$ cat src/rtl/branch_pc_sequencer.sv
`default_nettype none
// ============================================================================
// Module      : branch_pc_sequencer
// Description : Multicycle PC sequencer. Accepts one instruction (op, imm16,
//               jidx26) from the control FSM and walks it through
//               IDLE -> LATCH -> TARGET -> EVAL. In EVAL it resolves the
//               branch using the zero-detect flag and writes the new PC.
//               It also keeps a saturating count of taken BEQ/BNE branches.
//
// Ports       : clk          rising-edge clock
//               rst_n        asynchronous active-low reset
//               start        begin one instruction (IDLE, stall=0 only)
//               op           00 SEQ, 01 BEQ, 10 BNE, 11 JUMP
//               imm16        signed word offset for BEQ/BNE
//               jidx26       jump word index
//               branch       1 = ALU result nonzero, sampled in EVAL
//               stall        freezes LATCH/TARGET/EVAL, blocks start in IDLE
//               pc           current program counter (registered)
//               pc_write     one-cycle pulse when pc is updated
//               done         one-cycle pulse, coincident with pc_write
//               busy         high in every state except IDLE
//               taken        decision of the last completed instruction
//               taken_count  saturating count of taken BEQ/BNE
//
// Revision    : 1.0 - initial release
// ============================================================================
module branch_pc_sequencer #(
    parameter logic [31:0] RESET_PC    = 32'h0000_0000,
    parameter int          TAKEN_CNT_W = 16
) (
    input  logic                   clk,
    input  logic                   rst_n,
    input  logic                   start,
    input  logic [1:0]             op,
    input  logic [15:0]            imm16,
    input  logic [25:0]            jidx26,
    input  logic                   branch,
    input  logic                   stall,
    output logic [31:0]            pc,
    output logic                   pc_write,
    output logic                   done,
    output logic                   busy,
    output logic                   taken,
    output logic [TAKEN_CNT_W-1:0] taken_count
);

    // State encoding
    localparam logic [1:0] c_IDLE   = 2'd0;
    localparam logic [1:0] c_LATCH  = 2'd1;
    localparam logic [1:0] c_TARGET = 2'd2;
    localparam logic [1:0] c_EVAL   = 2'd3;

    // Opcode encoding
    localparam logic [1:0] c_OP_SEQ  = 2'b00;
    localparam logic [1:0] c_OP_BEQ  = 2'b01;
    localparam logic [1:0] c_OP_BNE  = 2'b10;
    localparam logic [1:0] c_OP_JUMP = 2'b11;

    localparam logic [TAKEN_CNT_W-1:0] c_CNT_ONE = TAKEN_CNT_W'(1);

    logic [1:0]             r_state;
    logic [1:0]             r_op;
    logic [15:0]            r_imm16;
    logic [25:0]            r_jidx26;
    logic [31:0]            r_pc4;
    logic [31:0]            r_btgt;
    logic [31:0]            r_jtgt;
    logic [31:0]            r_pc;
    logic                   r_pc_write;
    logic                   r_done;
    logic                   r_busy;
    logic                   r_taken;
    logic [TAKEN_CNT_W-1:0] r_taken_count;

    logic [31:0]            w_next_pc;
    logic                   w_taken;
    logic                   w_cond_taken;

    // Branch resolution from the targets prepared in LATCH/TARGET.
    // w_cond_taken isolates the conditional branches so JUMP never
    // advances the debug counter.
    always_comb begin
        w_next_pc    = r_pc4;
        w_taken      = 1'b0;
        w_cond_taken = 1'b0;
        case (r_op)
            c_OP_SEQ: begin
                w_next_pc = r_pc4;
                w_taken   = 1'b0;
            end
            c_OP_BEQ: begin
                w_cond_taken = ~branch;
                w_taken      = w_cond_taken;
                w_next_pc    = w_cond_taken ? r_btgt : r_pc4;
            end
            c_OP_BNE: begin
                w_cond_taken = branch;
                w_taken      = w_cond_taken;
                w_next_pc    = w_cond_taken ? r_btgt : r_pc4;
            end
            c_OP_JUMP: begin
                w_next_pc = r_jtgt;
                w_taken   = 1'b1;
            end
            default: begin
                w_next_pc = r_pc4;
                w_taken   = 1'b0;
            end
        endcase
    end

    always_ff @(posedge clk or negedge rst_n) begin
        if (!rst_n) begin
            r_state       <= c_IDLE;
            r_op          <= c_OP_SEQ;
            r_imm16       <= 16'h0000;
            r_jidx26      <= 26'h000_0000;
            r_pc4         <= 32'h0000_0000;
            r_btgt        <= 32'h0000_0000;
            r_jtgt        <= 32'h0000_0000;
            r_pc          <= RESET_PC;
            r_pc_write    <= 1'b0;
            r_done        <= 1'b0;
            r_busy        <= 1'b0;
            r_taken       <= 1'b0;
            r_taken_count <= '0;
        end else begin
            // Completion strobes are single-cycle unless re-armed in EVAL.
            r_pc_write <= 1'b0;
            r_done     <= 1'b0;
            case (r_state)
                c_IDLE: begin
                    if (start && !stall) begin
                        r_op     <= op;
                        r_imm16  <= imm16;
                        r_jidx26 <= jidx26;
                        r_busy   <= 1'b1;
                        r_state  <= c_LATCH;
                    end
                end
                c_LATCH: begin
                    if (!stall) begin
                        r_pc4   <= r_pc + 32'd4;
                        r_state <= c_TARGET;
                    end
                end
                c_TARGET: begin
                    if (!stall) begin
                        // Word offset -> byte offset: sign-extend, then << 2.
                        r_btgt  <= r_pc4 + {{14{r_imm16[15]}}, r_imm16, 2'b00};
                        r_jtgt  <= {r_pc4[31:28], r_jidx26, 2'b00};
                        r_state <= c_EVAL;
                    end
                end
                c_EVAL: begin
                    if (!stall) begin
                        r_pc       <= w_next_pc;
                        r_taken    <= w_taken;
                        r_pc_write <= 1'b1;
                        r_done     <= 1'b1;
                        r_busy     <= 1'b0;
                        r_state    <= c_IDLE;
                        if (w_cond_taken && !(&r_taken_count)) begin
                            r_taken_count <= r_taken_count + c_CNT_ONE;
                        end
                    end
                end
                default: begin
                    r_busy  <= 1'b0;
                    r_state <= c_IDLE;
                end
            endcase
        end
    end

    assign pc          = r_pc;
    assign pc_write    = r_pc_write;
    assign done        = r_done;
    assign busy        = r_busy;
    assign taken       = r_taken;
    assign taken_count = r_taken_count;

endmodule
`default_nettype wire
$ cat config.mk
export PLATFORM = sky130hd
export DESIGN_NAME = branch_pc_sequencer
export DESIGN_NICKNAME = d
export VERILOG_FILES = /design/src/rtl/branch_pc_sequencer.sv
export SDC_FILE = /design/constraint.sdc
export NUM_CORES = 1
export LEC_CHECK = 0
export ABC_AREA = 1
export CAP_MARGIN = 25
export CELL_PAD_IN_SITES_DETAIL_PLACEMENT = 1
export CELL_PAD_IN_SITES_GLOBAL_PLACEMENT = 1
export CORE_AREA = 2 2 180 182
export DETAILED_ROUTE_END_ITERATION = 12
export DIE_AREA = 0 0 182 184
export PLACE_DENSITY_LB_ADDON = 0.1
export RECOVER_POWER = 100
export SLEW_MARGIN = 10
export SYNTH_ARGS = -nofsm -noshare
export SYNTH_HDL_FRONTEND = slang
export SYNTH_SLANG_ARGS = --single-unit
$ cat constraint.sdc
create_clock -name clk -period 2.7 [get_ports clk]
set_clock_uncertainty 0.1 [all_clocks]
set_input_delay 0.81 -clock clk [delete_from_list [all_inputs] [get_ports clk]]
set_output_delay 0.81 -clock clk [all_outputs]
set_load 0.1 [all_outputs]
-- Yosys cells after proc, flatten, opt, wreduce, memory -nomap -nowiden
Cells that the tools add are included.
- output and inout bits: 52
- word-level logic and storage cells: 57
- bits in registers: 191
- input bits: 49
- bitwise logic cells: 2
- eq/ne operators: 10
- add/sub/neg operators: 3
- muxes and demuxes: 15
- reductions and logical operators: 15
- operators by type and width (cell ; count):
    case mux 32 bit (4 select lines) ; 1
    two-way mux 32 bit ; 2
    adder 32 x 3 -> 32 bit (second input constant) ; 1
    adder 32 bit ; 1
    adder 16 x 1 -> 16 bit (second input constant) ; 1
    AND reduction 16 bit ; 1
    == test 2 bit (second input constant) ; 4
    two-way mux 2 bit ; 4
    inequality test 2 bit (second input constant) ; 4
    case mux 2 bit (4 select lines) ; 1
    AND reduction 2 bit ; 4
    AND reduction 3 bit ; 2
    == test 2 x 1 -> 1 bit (second input constant) ; 2
    logical NOT 2 bit ; 2
    two-way mux 1 bit ; 4
    case mux 1 bit (2 select lines) ; 2
    case mux 1 bit (4 select lines) ; 1
    AND reduction 4 bit ; 1
    logical AND 1 bit ; 2
    logical NOT 1 bit ; 2
    NOT 1 bit ; 2
    nonzero test 2 bit ; 1

-- Longest topological paths before layout
Gate-level depths: netlist (run 1).
- depth in word-level cells: 4
- mapped depth: 13
- depth with buffers taken out: 13

-- Worst setup path before layout (run 1)
No wires, ideal clock.
- path kind: register to register
- start: register r_taken_count[0] (netlist: taken_count[0])
- end: register r_taken_count[5] (netlist: taken_count[5])
- arrival: 2.301 ns
- library setup time: 0.125 ns
- path slack: 0.174 ns
- data required time: 2.475 ns
- stages on the path, launching flop included: 12
- period minus slack after synthesis: 2.526 ns
- path through: dfrtp_1 > ha_1 > nand3_2 > nor3_4 > nand2_2 > nor3_2 > nand2_2 > nand2_4 > inv_4 > buf_6 > nand3_1 > nand2_1
- cells in the longest elaborated chain, start to end: 4
- elaborated cells between the ends (all ways): 5
- those cells by class: add/sub (1); reduce/logical (4)
- ends and longest elaborated chain (item ; RTL line ; source):
    from (decl) ; 73 ; logic [TAKEN_CNT_W-1:0] r_taken_count;
    from (signal assigned) ; 164 ; r_taken_count <= r_taken_count + c_CNT_ONE;
    branches (longest 4 deep; another with adder 16 x 1 -> 16 bit) ; n/a ;
Parallel ways; which one is timed is not known.
A chain may end at the register's enable or synchronous reset.

-- Worst setup path in the final report (run 1)
- start: input stall
- end: register r_imm16[11]
- cells in the longest elaborated chain, start to end: 3
- ends and longest elaborated chain (item ; RTL line ; source):
    from (decl) ; 38 ; input logic stall,
    logical NOT 1 bit ; n/a ;
    logical AND 1 bit ; 133 ; if (start && !stall) begin
    AND reduction 2 bit (no source line) ; n/a ;
    to (signal assigned) ; 135 ; r_imm16 <= imm16;
    to (decl) ; 63 ; logic [15:0] r_imm16;
Every way passes these cells.

==> results of run 1 <==
## synth_stat cells, types with 2 or more instances
cell type | n | area (sq um)
o211ai_1 | 5 | 37.5
xor2_1 | 18 | 158
or2_2 | 3 | 18.8
nor2_1 | 86 | 323
nor2_2 | 4 | 25.0
nor4_1 | 2 | 12.5
o21ai_0 | 54 | 270
mux2_2 | 41 | 462
clkbuf_1 | 33 | 124
ha_1 | 35 | 438
o21ai_1 | 5 | 25.0
buf_6 | 2 | 22.5
a22oi_1 | 16 | 120
nor3_4 | 2 | 32.5
xnor2_1 | 20 | 175
nand3_1 | 102 | 510
nor3_1 | 19 | 95.1
o22ai_1 | 2 | 12.5
nand4_1 | 10 | 62.6
and2_1 | 2 | 12.5
dfrtp_1 | 191 | 4780
nand2_2 | 2 | 12.5
o221ai_1 | 8 | 70.1
nand3b_1 | 3 | 22.5
o21bai_1 | 3 | 22.5
buf_4 | 2 | 15.0
o21ai_2 | 2 | 17.5
a21oi_1 | 42 | 210
inv_1 | 173 | 649
nand2_1 | 519 | 1950
buf_2 | 6 | 30.0
inv_2 | 3 | 11.3
a31oi_1 | 8 | 50.1
## layout make-up
type	instances	area [sq um]
Fill cell	3922	18600
Clock inverter	9	108
Sequential cell	191	4780
Clock buffer	22	484
Inverter	177	664
Timing Repair Buffer	137	1010
Multi-Input combinational cell	1021	5220
Tap cell	402	503
## flip-flops by register name (all words and copies together), names as in the netlist, 16 cells and up
name and flops:
pc 32, r_btgt 32, r_imm16 16, r_jidx26 26, r_jtgt 30, r_pc4 32
taken_count 16
## power by group
part | internal, uW | switching, uW | total, uW | leakage (uW)
Sequential | 4130 | 1260 | 5390 | 0.00238
Clock | 1460 | 1120 | 2580 | 0.000288
Combinational | 2750 | 6540 | 9290 | 0.00386
## cell families after synthesis
logic type,synth area share
AOI/OAI and AO/OA,0.0791
xor gates and xnor gates,0.0306
adders and majority gates,0.0421
buffers and inverters,0.0793
DFF,0.440
muxes,0.0425
and+or+nand+nor,0.287
## per-layer routing
metal	vias to the layer above	wire length, um	part of all wire	track usage
li1	4780	-	-	-
met1	4752	16500	0.46	0.295
met2	170	17600	0.49	0.386
met3	30	1150	0.032	0.0339
met4	0	591	0.016	0.0558
met5	-	0	0	0
## metrics by stage
stage	utilization	area, sq um	total power, uW	hold WS, ns
2_1_floorplan	-	10900	11900	0.342
3_3_place_gp	0.397	12400	14900	0.353
3_5_place_dp	0.397	12400	15100	0.360
4_1_cts	0.415	13000	17700	0.244
5_1_grt	0.407	12800	18700	0.394
6_report	0.407	12800	17300	0.371
## critical path, delay by kind of cell
| kind | cells | cell delay [ns] |
|---|---|---|
| multiplexers | 1 | 0.42 |
| AND/OR/NAND/NOR | 1 | 0.09 |
| buffers and inverters | 3 | 1.38 |
## path summary, 6_finish.rpt
check / startpoint / end / slack [ns] / cells past startpoint
min in group asynchronous: rst_n / r_btgt[30]$_DFFE_PN0P_ / 0.62 / 1
hold reg to reg: r_jtgt[25]$_DFFE_PN0P_ / r_jtgt[25]$_DFFE_PN0P_ / 0.37 / 2
hold / removal: r_jtgt[25]$_DFFE_PN0P_ / r_jtgt[25]$_DFFE_PN0P_ / 0.37 / 2
setup / recovery: stall / r_imm16[11]$_DFFE_PN0P_ / 0.18 / 5
setup reg to reg: r_imm16[15]$_DFFE_PN0P_ / r_btgt[31]$_DFFE_PN0P_ / 0.19 / 11
max in group asynchronous: rst_n / r_jtgt[26]$_DFFE_PN0P_ / 0.42 / 2
==> results_dict.tcl, run 1 <==
set metrics [dict create \
    start_util 0.346 \
    irDropWorstVdd_mv 0.963 \
    syn_inst 1433 \
    drt_iter0_markers 617 \
    async_reset_ff_frac 1.00 \
    area_delta_synth_final_pct 17.5 \
    critPathKind "primary input to flip-flop" \
    via_per_inst 4.97 \
    placed_cells 1928 \
    dp_hpwl_um 28100 \
    yosysUniqueCellTypes 43 \
    drt_wl_total_um 35900 \
    drc_errors 0 \
    finalHoldViolCount 0 \
    io_buffers 100 \
    post_synth_instance_area_sq_um 10900 \
    required_ns 2.93 \
    cts.htree.levels 4 \
    ys.flop_type "dfrtp_1" \
    coreArea_sq_um 31400 \
    layout.nets 1630 \
    rows 65 \
    cap_violations 0 \
    grt_pass1_wl_um 57400 \
    clock.fmax_mhz 398 \
    route.detailed.wl_per_inst_um 18.3 \
    period_share 0.932 \
    ctsHoldBuffers 0 \
    cts_tree "yes" \
    hp-class "flip-flop to flip-flop" \
    worst_path_largest_cell_delay_ns 0.77 \
    cts_max_path_buffers 2 \
    finalNonFillerCells 1959 \
    layout_common_cells "519 x nand2_1, 191 x dfrtp_1, 173 x inv_1" \
    layout_commonest_cell "nand2_1" \
    num_antenna_cells 0 \
    grt_usage 0.224 \
    antenna_found_initial 0 \
    period_minus_slack_ns 2.52 \
    slew_headroom 0.0117 \
    setup_ws_ns 0.184 \
    ant_nets 0 \
    finalSetupViolCount 0 \
    crit_path_end_kind "flip-flop" \
    postSynthAreaPerCell_sq_um 7.58 \
    cp_slowest_cell "clkbuf_2" \
    tightest_slew_ns 1.48 \
    ioPinCount 101 \
    clk_pin_slew_ns 0.07 \
    status "complete, no violations" \
    chipHeight_um 184 \
    drive_gt1_frac 0.110 \
    dieArea_sq_um 33500 \
    grt_pass1_vias 10236 \
    firstDrtPassIters 4 \
    syn_nets 1518 \
    p_leak_uw 0.00654 \
    preCtsSetupSlack_ns 0.0522 \
    fin_tns_setup_ns 0 \
    power.density_nw_per_um2 1350 \
    ys_warn_count 0 \
    post-cts-setup-buffers 0 \
    slew_viol_final 0 \
    gr-total-overflow 0 \
    cp-start-kind "primary input" \
    die_x_um 182 \
    post_cts_resized 0 \
    cp_cell_sequence "dlygate4sd3_1 -> inv_1 -> nand3_1 -> clkbuf_2 -> mux2_2" \
    insertion_delay_ns 0.44 \
    grt_max_degree 55 \
    seq_area_frac_synth 0.440 \
    synth-edff-count 0 \
    cts_sinks 191 \
    arrival_ns 2.75 \
    cts_made_buffers 17 \
    cts_root_buffer "clkbuf_16" \
    cp_max_fo 39 \
    place.gp.congestion 0.864 \
    vias 9732 \
    rsz0062_at_grt "false" \
    ys_ff_latch 191 \
]
Note: power is estimated with default switching activity, not from simulation.
==> run 2: changes to the inputs <==
--- a/config.mk
+++ b/config.mk
@@ -12,6 +12,7 @@
 export CORE_AREA = 2 2 180 182
 export DETAILED_ROUTE_END_ITERATION = 12
 export DIE_AREA = 0 0 182 184
+export MAX_ROUTING_LAYER = met4
 export PLACE_DENSITY_LB_ADDON = 0.1
 export RECOVER_POWER = 100
 export SLEW_MARGIN = 10
==> results_dict.tcl, run 2 (same netlist as run 1, synthesis figures left out) <==
set metrics [dict create \
    pwr-share-seq 0.312 \
    gr-total-overflow 0 \
    cts.htree.levels 4 \
    period_minus_slack_ns 2.52 \
    num_antenna_cells 0 \
    cp_cell_sequence "dlygate4sd3_1 -> clkbuf_1 -> nor2_1 -> inv_2 -> clkbuf_2 -> o21ai_0" \
    drc_errors 0 \
    cts_root_buffer "clkbuf_16" \
    internal_power_uw 8340 \
    critPathKind "primary input to flip-flop" \
    fill_cells 3922 \
    fin_area_sq_um 12800 \
    period_share 0.934 \
    rr_startpoint "r_imm16[15]$_DFFE_PN0P_" \
    finalHoldViolCount 0 \
    r2r_cells 11 \
    fin_tns_setup_ns 0 \
    cts_max_path_buffers 2 \
    ioPinCount 101 \
    layout_commonest_cell "nand2_1" \
    slew_headroom -0.0117 \
    cts_sinks 191 \
    cp_slowest_cell "dlygate4sd3_1" \
    arrival_ns 2.74 \
    ctsHoldBuffers 0 \
    p_leak_uw 0.00654 \
    power.density_nw_per_um2 1350 \
    place.gp.congestion 0.877 \
    worst_path_largest_cell_delay_ns 0.55 \
    dp_hpwl_um 28100 \
    power.share.clock 0.150 \
    chipHeight_um 184 \
    status "finished with violations" \
    irDropWorstVdd_mv 0.965 \
    drt_iter0_markers 517 \
    crit_path_end_kind "flip-flop" \
    min_to "r_jtgt[25]$_DFFE_PN0P_" \
    die_x_um 182 \
    p_sw_uw 8930 \
    violations "capacitance limit, slew limit" \
    clock.fmax_mhz 397 \
    holdPathStages 2 \
    finalSetupViolCount 0 \
    layout.nets 1630 \
    grt_max_degree 55 \
    dieArea_sq_um 33500 \
    p_sw_frac 0.517 \
    coreArea_sq_um 31400 \
    clk_pin_slew_ns 0.07 \
    grt_pass1_vias 10236 \
    placed_cell_area_sq_um 12400 \
    start_util 0.346 \
    layout_common_cells "519 x nand2_1, 191 x dfrtp_1, 173 x inv_1" \
    cp-start-kind "primary input" \
    area_delta_synth_final_pct 17.5 \
    drt_wl_total_um 36000 \
    antenna_found_initial 0 \
    cts_made_buffers 17 \
    cap_violations 1 \
    slew_viol_final 55 \
    rows 65 \
    cts_tree "yes" \
    grt_pass1_wl_um 57400 \
    ant_nets 0 \
    post-cts-setup-buffers 0 \
    required_ns 2.91 \
    rsz0062_at_grt "false" \
    drive_gt1_frac 0.110 \
    grt_usage 0.231 \
    route.detailed.wl_per_inst_um 18.4 \
    comb_power_share 0.538 \
    hp-class "flip-flop to flip-flop" \
    post_cts_resized 0 \
    r2r-end "r_btgt[31]$_DFFE_PN0P_" \
    via_per_inst 4.98 \
    cp_max_fo 32 \
    insertion_delay_ns 0.44 \
    vias 9748 \
    tightest_slew_ns 1.52 \
    min_from "r_jtgt[25]$_DFFE_PN0P_" \
    firstDrtPassIters 5 \
    r2r_slack_ns 0.18 \
    io_buffers 100 \
]
## run 2: layer usage
metal	track usage	routed length, um	vias up
met5	-	0	-
met4	0.0558	580	0
met3	0.0319	1210	30
met2	0.387	17600	166
met1	0.296	16500	4758
li1	-	-	4794
## run 2: critical path: cells and delay by family
kind                   cells  cell delay [ns]
buffers and inverters      4             1.20
AO/OA/AOI/OAI              1             0.45
AND/OR/NAND/NOR            1             0.27
## run 2: worst max-delay path by stage
stage / start / endpoint / cells after the start
finish: stall / r_btgt[8]$_DFFE_PN0P_ / 6
global route: r_imm16[15]$_DFFE_PN0P_ / r_btgt[26]$_DFFE_PN0P_ / 10
CTS: r_imm16[15]$_DFFE_PN0P_ / r_btgt[31]$_DFFE_PN0P_ / 11
detailed placement: stall / taken_count[3]$_DFFE_PN0P_ / 8
global placement: stall / taken_count[4]$_DFFE_PN0P_ / 8
floorplan: taken_count[0]$_DFFE_PN0P_ / taken_count[5]$_DFFE_PN0P_ / 11
## run 2: metrics by stage
step           total power (uW)  hold WS, ns  utilization  worst slack (ns)  instances
2_1_floorplan             11900        0.342            -             0.174       1433
3_3_place_gp              14900        0.353        0.397             0.111       1928
3_5_place_dp              15100        0.360        0.397            0.0522       1928
4_1_cts                   17700        0.244        0.415             0.153       1959
5_1_grt                   18700        0.394        0.407            0.0128       1959
6_report                  17300        0.371        0.407             0.178       1959
## run 2: power groups by stage
stage	logic, uW	clock network, uW	registers [uW]
after floorplan	5050	0	6890
after global routing	10400	2750	5560
after CTS	9670	2650	5420
final	9290	2580	5390
after global placement	9410	0	5440
after detailed placement	9620	0	5460
## run 2: layout make-up
type	count	area (sq um)	area share
timing repair buffer	137	1010	0.0792
clock inverter	9	108	0.00843
multi-input combinational	1021	5220	0.409
inverter	177	664	0.0520
sequential	191	4780	0.374
tap	402	503	0.0394
clock buffer	22	484	0.0379
